[config.mk]
export PLATFORM = sky130hd
export DESIGN_NAME = serial_subtractor
export DESIGN_NICKNAME = d
export VERILOG_FILES = /design/src/rtl/serial_subtractor.sv
export SDC_FILE = /design/constraint.sdc
export NUM_CORES = 1
export LEC_CHECK = 0
export ABC_AREA = 0
export BUFFER_PORTS_ARGS = -buffer_cell sky130_fd_sc_hd__buf_4
export CORE_MARGIN = 2
export CORE_UTILIZATION = 28
export DETAILED_ROUTE_END_ITERATION = 12
export PLACE_DENSITY = 0.51
export SYNTH_ARGS = -nofsm -noshare
export SYNTH_HDL_FRONTEND = slang
export SYNTH_SLANG_ARGS = --single-unit
[constraint.sdc]
create_clock -name clk -period 1.1 [get_ports clk]
set_input_delay 0.22 -clock clk [delete_from_list [all_inputs] [get_ports clk]]
set_output_delay 0.22 -clock clk [all_outputs]
set_load 0.05 [all_outputs]
[src/rtl/serial_subtractor.sv]
// serial_subtractor: bit-serial unsigned subtractor, diff = a - b mod 2^WIDTH.
// One full-subtractor cell plus a borrow flop. Bits are processed LSB-first, one per clock.
// A start/done handshake brackets each operation.
module serial_subtractor #(
    parameter int WIDTH = 8
) (
    input  logic             clk,
    input  logic             rst,
    input  logic             start,
    input  logic [WIDTH-1:0] a,
    input  logic [WIDTH-1:0] b,
    output logic             busy,
    output logic             done,
    output logic [WIDTH-1:0] diff,
    output logic             borrow
);

    localparam int            CW   = $clog2(WIDTH + 1);
    localparam logic [CW-1:0] LAST = CW'(WIDTH - 1);

    typedef enum logic {IDLE, SHIFT} state_t;

    state_t           state;
    logic [WIDTH-1:0] sa;
    logic [WIDTH-1:0] sb;
    logic [WIDTH-1:0] sd;
    logic             br;
    logic [CW-1:0]    cnt;

    // Full-subtractor cell acting on the current LSBs and the stored borrow.
    logic             x;
    logic             y;
    logic             d;
    logic             br_next;
    logic [WIDTH-1:0] sd_next;

    // Compute the difference bit for this cycle, the next borrow, and the next result-register value.
    always_comb begin
        x       = sa[0];
        y       = sb[0];
        d       = x ^ y ^ br;
        br_next = (~x & y) | (~(x ^ y) & br);
        sd_next = {d, sd[WIDTH-1:1]};
    end

    // Control FSM and datapath. All outputs are registered.
    always_ff @(posedge clk or posedge rst) begin
        if (rst) begin
            state  <= IDLE;
            sa     <= '0;
            sb     <= '0;
            sd     <= '0;
            br     <= 1'b0;
            cnt    <= '0;
            busy   <= 1'b0;
            done   <= 1'b0;
            diff   <= '0;
            borrow <= 1'b0;
        end else begin
            case (state)
                IDLE: begin
                    done <= 1'b0;
                    if (start) begin
                        sa    <= a;
                        sb    <= b;
                        sd    <= '0;
                        br    <= 1'b0;
                        cnt   <= '0;
                        busy  <= 1'b1;
                        state <= SHIFT;
                    end
                end
                SHIFT: begin
                    // start is ignored while the operation is in progress.
                    sa  <= sa >> 1;
                    sb  <= sb >> 1;
                    sd  <= sd_next;
                    br  <= br_next;
                    cnt <= cnt + 1'b1;
                    if (cnt == LAST) begin
                        // Publish the result, including the bit computed on this edge.
                        diff   <= sd_next;
                        borrow <= br_next;
                        done   <= 1'b1;
                        busy   <= 1'b0;
                        state  <= IDLE;
                    end else begin
                        done <= 1'b0;
                    end
                end
                default: state <= IDLE;
            endcase
        end
    end

endmodule

==> results.yml, run 1 <==
yosys:
  yosys.area_share.simple_pct: 14.85
  synthMostInstantiatedCell: "nand2_1"
  ys.warnings.count: 0
  synthArstFlopShare_pct: 100.0
  synth_area_um2: 1735
  synthAdderAreaFrac_pct: 1.875
  synth_top_flop_cell: "dfrtp_1"
  synth_mux_area_share_pct: 9.805
  synth_common_cells: "57 x nand2_1, 40 x dfrtp_1, 17 x mux2i_1"
  seq_area_frac_synth_pct: 57.68
  synth.distinct_cells: 20
  syn-num-nets: 191
  synth_seq_cells: 40
  avgSynthCellArea_um2: 10.21
  yosysTopAreaCell: "dfrtp_1"
  synthXorXnorAreaFrac_pct: 0.5047
  synthCells: 170
  synth_edf_count: 0
  synth_top_family_by_area: "simple AND/OR/NAND/NOR gates"
  yosysTopAreaCellShare_pct: 57.68
  synth.area.top_cells: "dfrtp_1 58%, nand2_1 12%, mux2i_1 9.8%"
  synth_compound_area_share_pct: 8.363
route:
  routed_wl_um: 3284
  final_antenna_net_count: 0
  drc: 0
  vias_per_cell: 4.339
  wire_per_inst_um: 11.48
  drtIter0Drc: 28
  via_count: 1241
  firstDrtPassIters: 4
worst_setup_path:
  cp_max_fo: 2
  worst_setup_path_start_kind: "flip-flop"
  r2r-end: "sd[7]"
  path_class: "flip-flop to flip-flop"
  required_ps: 1310
  rrSetupSlack_ps: -40
  reg2reg_depth: 3
  cp-end-kind: "flip-flop"
  arrival_ps: 1350
  r2r_start: "sa[0]"
floorplan:
  initial_core_util_pct: 29.14
  coreArea_um2: 5956
  die_h_um: 82.73
  dieArea_um2: 6843
  fp.dieW_um: 82.73
  rows: 28
  boundaryPins: 30
cells_and_area:
  drive_gt1_share_pct: 31.28
  antenna_cells: 0
  fin_nets: 231
  final_cells: 286
  area_delta_synth_final_pct: 33.02
place:
  place_hpwl_um: 2358
  place.gp.congestion: 0.7286
  port_buffers: 29
  dp.cells: 277
power_and_ir_drop:
  p_total_mw: 6.210
  power.density_nw_per_um2: 2690
  leakage_nw: 1.138
  ir_worst_vdd_v: 0.001247
cts:
  cts.htree.levels: 2
  clk_pin_slew_ps: 70
  cts.path.max_buffers: 2
  clk_latency_ps: 280
  cts.sinks: 40
  cts_tree: "built"
  postCtsSetupBuffers: 0
  cts_buffers: 5
  clockRootBuffer: "clkbuf_8"
global_route:
  grt_max_degree: 20
  antenna_found_initial: 0
  grt_overflow: 0
  groute.usage.overall_pct: 10.84
  grt_pass1_wl_um: 5554
  grt_pass1_vias: 1213
sta:
  hold_viol_final: 0
  finalSetupViolCount: 4
  skew_ps: 3.960
  holdWs_ps: 178.3
  fmax_ghz: 0.8772
  worstMarginPinSlew_ps: 373.5
  maxSlewHeadroom_pct: 75.05
  fin_crit_sh_pct: 103.6
  finalCriticalPeriod_ps: 1140
  fin_setup_tns_ps: -82.65
  worst_slack_ps: -39.96
  slew_violations: 0
  grt_setup_unrepaired: "yes"
run_status:
  failed_checks: "negative setup slack"
  outcome: "finished with violations"
flow_run:
  maxCapViolCount: 0
hold_path:
  min_from: "b[7]"
  hold_end: "sb[7]"
  hold_class: "input port to flip-flop"
  hold_depth: 3
==> repair_timing <==
action,in CTS,in global routing
endpoints found under the setup margin,13,23
gates resized for setup,1,25
hold endpoints to repair,14,0
hold buffers,1,0
pin swaps,1,15
cloned,0,0
==> registers in the layout, indices dropped and copies added, names as in the netlist <==
name and count:
borrow 1, busy 1, sd 7, diff 8
br 1, sb 8, done 1, sa 8
state 1, cnt 4
==> metrics by stage <==
stage	util (%)	cell area, um2	setup WS (ps)
finish	38.76	2308	-39.96
global route	38.76	2308	-90.81
CTS	37.18	2215	-46.59
detailed placement	35.44	2111	-24.81
global placement	35.44	2111	-16.78
floorplan	-	1742	2.700
==> power by group <==
part / switching (mW) / internal [mW] / leakage [nW]
sequential: 0.463 / 2.08 / 0.515
clock: 0.469 / 0.511 / 0.0455
combinational: 1.49 / 1.20 / 0.578
total: 2.42 / 3.79 / 1.14
==> how the worst max path moves through the flow <==
| stage | start | depth (start not counted) | to | slack, ps |
|---|---|---|---|---|
| 3_3_place_gp | sa[0] | 3 | sd[7] | -20 |
| 2_1_floorplan | sa[0] | 3 | sd[7] | 3 |
| 3_5_place_dp | cnt[0] | 5 | diff[0] | -20 |
| 5_1_grt | cnt[1] | 5 | diff[0] | -90 |
| 4_1_cts | sa[0] | 3 | sd[7] | -50 |
| 6_report | sa[0] | 3 | sd[7] | -40 |
==> cell usage in the layout (no fill, tap or decap), types with 2 or more instances in the layout <==
cell type  instances
clkbuf_8           6
nor2_1             6
clkbuf_1           2
dfrtp_1           39
o21ai_1           14
buf_4             27
inv_1              3
mux2i_1           17
buf_12             4
buf_6             12
o21ai_0           11
nand2_2            9
nand2_1           48
==> metal layers <==
| metal | vias to the layer above | global-route usage, % | part of all wire (%) |
|---|---|---|---|
| met5 | - | 0 | 0 |
| met4 | 0 | 2.951 | 0.43 |
| met3 | 2 | 4.239 | 6.2 |
| met2 | 24 | 16.77 | 48 |
| met1 | 581 | 14.15 | 46 |
| li1 | 634 | - | - |
==> worst max-delay path: stages (launching register included) <==
cell     delay, ps
dfrtp_1        400
fa_1           560
nand2_1         50
o21ai_1         60
==> layout make-up <==
type / count / area, um2
Inverter: 6 / 28.78
Timing Repair Buffer: 44 / 427.9
Multi-Input combinational cell: 113 / 665.6
Sequential cell: 40 / 1002
Fill cell: 622 / 3647
Clock buffer: 8 / 90.09
Tap cell: 75 / 93.84
==> cells by family after synthesis <==
family	Yosys count
DFF	40
AOI/OAI and AO/OA	28
muxes	17
and+or+nand+nor	65
xor gates and xnor gates	1
buffers and inverters	17
adders and majority gates	2
No activity file was read; power rests on OpenSTA's default activity.
==> run 2, diff against run 1 <==
Settings changed: REMOVE_ABC_BUFFERS set to 1.
==> run 2 against run 1 <==
- the run still ends with negative setup slack left
- clock power rose by 20%
- die area did not move
- fmax fell by 2.4%
- clock skew rose by 5.0 ps
- non-clock buffer count rose by 6
- register-to-register slack got worse by 30 ps
- power rose by 7.1%
- critical path depth rose by 1
- worst setup slack got worse by 28 ps
- routed wire length rose by 6.0%
==> results.yml, run 2 (synthesized netlist as in run 1, its figures left out) <==
power_and_ir_drop:
  power.density_nw_per_um2: 2796
  clockPowerShare_pct: 17.8
  ir_worst_vdd_v: 0.001271
  p_int_mw: 4.112
  seqPwrFrac_pct: 38.2
  leakage_nw: 1.186
  p_sw_share_pct: 38.20
  p_sw_mw: 2.541
  p_comb_share_pct: 44.0
route:
  wire_per_inst_um: 11.92
  drc: 0
  final_antenna_net_count: 0
  via_count: 1274
  drtIter0Drc: 68
  firstDrtPassIters: 4
  vias_per_cell: 4.363
  routed_wl_um: 3482
place:
  placed_area_um2: 2097
  place.gp.congestion: 0.7083
  dp.cells: 276
  place_hpwl_um: 2289
  port_buffers: 29
sta:
  slew_violations: 0
  finalSetupViolCount: 6
  fmax_ghz: 0.8563
  worst_slack_ps: -67.84
  grt_setup_unrepaired: "yes"
  hold_viol_final: 0
  holdWs_ps: 178.3
  finalCriticalPeriod_ps: 1168
  worstMarginPinSlew_ps: 248.3
  skew_ps: 8.996
  fin_crit_sh_pct: 106.2
  maxSlewHeadroom_pct: 83.45
global_route:
  grt_pass1_wl_um: 5554
  grt_overflow: 0
  groute.usage.overall_pct: 10.95
  grt_max_degree: 41
  grt_pass1_vias: 1189
  antenna_found_initial: 0
cells_and_area:
  antenna_cells: 0
  fin_nets: 237
  fin_area_um2: 2380
  drive_gt1_share_pct: 34.56
  reg_top3: "diff x8, sa x8, sb x8"
  layout_commonest_cell: "nand2_1"
  area_delta_synth_final_pct: 37.13
  mostFrequentLayoutCells: "49 x nand2_1, 39 x dfrtp_1, 32 x buf_4, 17 x mux2i_1, 14 x o21ai_1"
  final_cells: 292
cts:
  cts.htree.levels: 2
  cts_tree: "built"
  clk_latency_ps: 290
  cts_buffers: 5
  cts.path.max_buffers: 2
  clockRootBuffer: "clkbuf_8"
  cts.sinks: 40
  clk_pin_slew_ps: 70
floorplan:
  coreArea_um2: 5956
  fp.dieW_um: 82.73
  rows: 28
  boundaryPins: 30
  dieArea_um2: 6843
  initial_core_util_pct: 29.14
  die_h_um: 82.73
worst_setup_path:
  r2r_start: "sb[0]"
  reg2reg_depth: 4
  cp-end-kind: "flip-flop"
  arrival_ps: 1380
  path_class: "flip-flop to flip-flop"
  required_ps: 1310
  setup.worst_path.start: "sb[0]"
  worst_setup_path_start_kind: "flip-flop"
  cp_max_fo: 2
flow_run:
  maxCapViolCount: 0
run_status:
  failed_checks: "negative setup slack"
  outcome: "finished with violations"
hold_path:
  hold_class: "input port to flip-flop"
  min_from: "b[7]"
  hold_depth: 3
## run 2: cell count changes in the layout (fill, tap and decap cells not counted), sizes merged
cell,before,now
clkbuf,8,6
buf,43,49
clkinvlp,1,0
inv,5,6
bufinv,0,1
clkinv,0,1
## run 2: critical path, cell delays in order, from the launching register on
cell,delay (ps)
dfrtp_1,360
inv_2,50
fa_2,570
nand2_1,50
o21ai_1,70
## run 2: timing repair
item / CTS / global route
resized for setup: 4 / 29
setup endpoints to repair: 16 / 26
buffers inserted: 0 / 6
gates cloned: 0 / 1
endpoints found under the hold margin: 40 / 0
hold buffers: 1 / 0
pin swaps: 1 / 16
## run 2: through the flow
step / setup TNS, ps / utilization (%) / power [mW] / setup WS, ps
floorplan: -14750 / - / 4.012 / -621.1
global placement: -98.38 / 35.21 / 4.967 / -34.06
detailed placement: -280.8 / 35.21 / 4.998 / -48.70
CTS: -404.6 / 37.35 / 6.234 / -60.15
global route: -772.8 / 39.96 / 7.127 / -118.0
finish: -149.5 / 39.96 / 6.653 / -67.84
## run 2: final cells by class
type                            instances  area (um2)
Tap cell                               75       93.84
Clock buffer                            6       72.57
Fill cell                             600        3576
Multi-Input combinational cell        113       671.9
Inverter                                6       27.53
Timing Repair Buffer                   50       476.7
Clock inverter                          2       35.03
Sequential cell                        40        1002
## run 2: routing by layer
metal | GRT usage (%) | vias to the layer above | share of wire [%]
li1 | - | 643 | -
met1 | 14.81 | 600 | 49
met2 | 16.69 | 29 | 46
met3 | 3.152 | 2 | 4.6
met4 | 3.934 | 0 | 0.23
met5 | 0 | - | 0
## run 2: final timing paths
| kind | slack (ps) | to |
|---|---|---|
| setup / recovery | -70 | sd[7] |
| min in group asynchronous | 540 | sb[6] |
| hold reg to reg | 470 | cnt[3] |
| max in group asynchronous | 340 | state |
| hold / removal | 180 | sb[7] |
| setup reg to reg | -70 | sd[7] |
## run 2: power groups by stage
stage / Clock (mW) / Combinational (mW) / Sequential (mW)
global placement: 0 / 2.47 / 2.49
floorplan: 0 / 0.946 / 3.07
detailed placement: 0 / 2.50 / 2.49
finish: 1.18 / 2.93 / 2.54
CTS: 1.21 / 2.55 / 2.47
global route: 1.27 / 3.24 / 2.61
==> run 3, diff against run 2 <==
Settings changed: RECOVER_POWER set to 50.
==> run 3 against run 2 <==
- the run still ends with negative setup slack left
- non-clock buffer count did not move
- sequential share of layout area grew 0.16 points
- routed wire length barely moved
==> results.yml, run 3 (synthesized netlist as in run 1, its figures left out) <==
route:
  routed_wl_um: 3480
  final_antenna_net_count: 0
  wire_per_inst_um: 11.92
  via_count: 1274
  drtIter0Drc: 68
  firstDrtPassIters: 4
  vias_per_cell: 4.363
  drc: 0
floorplan:
  coreArea_um2: 5956
  fp.dieW_um: 82.73
  die_h_um: 82.73
  rows: 28
  boundaryPins: 30
  initial_core_util_pct: 29.14
  dieArea_um2: 6843
cts:
  cts.path.max_buffers: 2
  cts.htree.levels: 2
  clockRootBuffer: "clkbuf_8"
  clk_pin_slew_ps: 70
  cts_tree: "built"
  cts.sinks: 40
  clk_latency_ps: 290
  cts_buffers: 5
worst_setup_path:
  worst_setup_path_start_kind: "flip-flop"
  crit_path_max_incr_delay_ps: 570
  cp_max_fo: 2
  arrival_ps: 1380
  r2r_start: "sb[0]"
  crit_chain: "inv_2 -> fa_2 -> nand2_1 -> o21ai_1"
  rrSetupSlack_ps: -70
  required_ps: 1310
  critPathBufInv: 1
  r2r-end: "sd[7]"
  cp-end-kind: "flip-flop"
  cpMaxStageDelayCell: "fa_2"
  reg2reg_depth: 4
  cp_top_family: "adder cells"
  path_class: "flip-flop to flip-flop"
hold_path:
  min_from: "b[7]"
  hold_class: "input port to flip-flop"
  hold_end: "sb[7]"
  hold_depth: 3
power_and_ir_drop:
  p_int_mw: 4.108
  p_comb_share_pct: 44.0
  ir_worst_vdd_v: 0.001271
  clockPowerShare_pct: 17.8
  p_sw_share_pct: 38.21
  seqPwrFrac_pct: 38.2
  p_total_mw: 6.648
  p_sw_mw: 2.541
  power.density_nw_per_um2: 2804
  leakage_nw: 1.183
place:
  port_buffers: 29
  place.gp.congestion: 0.7083
  dp.cells: 276
  place_hpwl_um: 2289
cells_and_area:
  fin_nets: 237
  mostFrequentLayoutCells: "49 x nand2_1, 39 x dfrtp_1, 31 x buf_4, 17 x mux2i_1"
  area_delta_synth_final_pct: 36.63
  final_util_pct: 39.81
  antenna_cells: 0
  layout_commonest_cell: "nand2_1"
  reg_top3: "diff x8, sa x8, sb x8"
  drive_gt1_share_pct: 34.56
  num-fill-cells: 601
  final_cells: 292
global_route:
  groute.usage.overall_pct: 10.95
  grtUsageMet2_pct: 16.69
  top_usage_layer: "met2"
  met3_usage_pct: 3.152
  grt_use_met1_pct: 14.81
  antenna_found_initial: 0
  grt_pass1_wl_um: 5554
  grt_overflow: 0
  grt_max_degree: 41
  grt_pass1_vias: 1189
flow_run:
  maxCapViolCount: 0
sta:
  fin_setup_tns_ps: -149.5
  hold_viol_final: 0
  finalSetupViolCount: 6
  slew_violations: 0
  grt_setup_unrepaired: "yes"
  maxSlewHeadroom_pct: 74.72
  fin_crit_sh_pct: 106.2
  finalCriticalPeriod_ps: 1168
  skew_ps: 8.996
  worst_slack_ps: -67.84
  holdWs_ps: 178.3
  fmax_ghz: 0.8563
  worstMarginPinSlew_ps: 379.2
run_status:
  failed_checks: "negative setup slack"
  outcome: "finished with violations"
==> run 3: cell count changes in the layout (fill, tap and decap cells not counted), sizes merged <==
cell / before / now
clkbuf: 6 / 7
buf: 49 / 48
==> run 3: worst register-to-register path, cell delays in order, from the launching register on <==
cell	delay (ps)
dfrtp_1	360
inv_2	50
fa_2	570
nand2_1	50
o21ai_1	70
==> run 3: final cells by class <==
cell class / instances / area (um2) / share of cell area [%]
Multi-Input combinational cell: 113 / 671.9 / 28.34
Clock buffer: 6 / 72.57 / 3.061
Inverter: 6 / 27.53 / 1.161
Timing Repair Buffer: 50 / 467.9 / 19.74
Clock inverter: 2 / 35.03 / 1.478
Sequential cell: 40 / 1002 / 42.27
Tap cell: 75 / 93.84 / 3.958
==> run 3: what timing repair did <==
item / in CTS / in global routing
hold endpoints to repair: 40 / 0
gates cloned: 0 / 1
resized for setup: 4 / 29
setup endpoints to repair: 16 / 26
setup buffers: 0 / 6
hold buffers: 1 / 0
pin swaps: 1 / 16
==> run 3: layer usage <==
metal | part of all wire, % | up-vias
met5 | 0 | -
met1 | 49 | 600
li1 | - | 643
met2 | 46 | 29
met4 | 0.23 | 0
met3 | 4.6 | 2
==> run 3: worst max-delay path by stage <==
stage           start     end  slack (ps)  cells past startpoint
5_1_grt         sb[0]   sd[7]        -120                      4
3_3_place_gp   cnt[0]  cnt[2]         -30                      4
6_report        sb[0]   sd[7]         -70                      4
2_1_floorplan   state    busy        -620                      3
4_1_cts            br   sd[7]         -60                      4
3_5_place_dp    sa[0]   sd[7]         -50                      3
==> run 3: metrics by stage <==
stage	setup WS (ps)	instance area [um2]
6_report	-67.84	2371
5_1_grt	-118.0	2371
4_1_cts	-60.15	2225
3_5_place_dp	-48.70	2097
3_3_place_gp	-34.06	2097
2_1_floorplan	-621.1	1638
==> run 3: power by group through the flow <==
stage	combinational [mW]	clock, mW	sequential (mW)
after floorplan	0.946	0	3.07
after global placement	2.47	0	2.49
after detailed placement	2.50	0	2.49
after CTS	2.55	1.21	2.47
after global routing	3.23	1.27	2.61
final	2.92	1.18	2.54
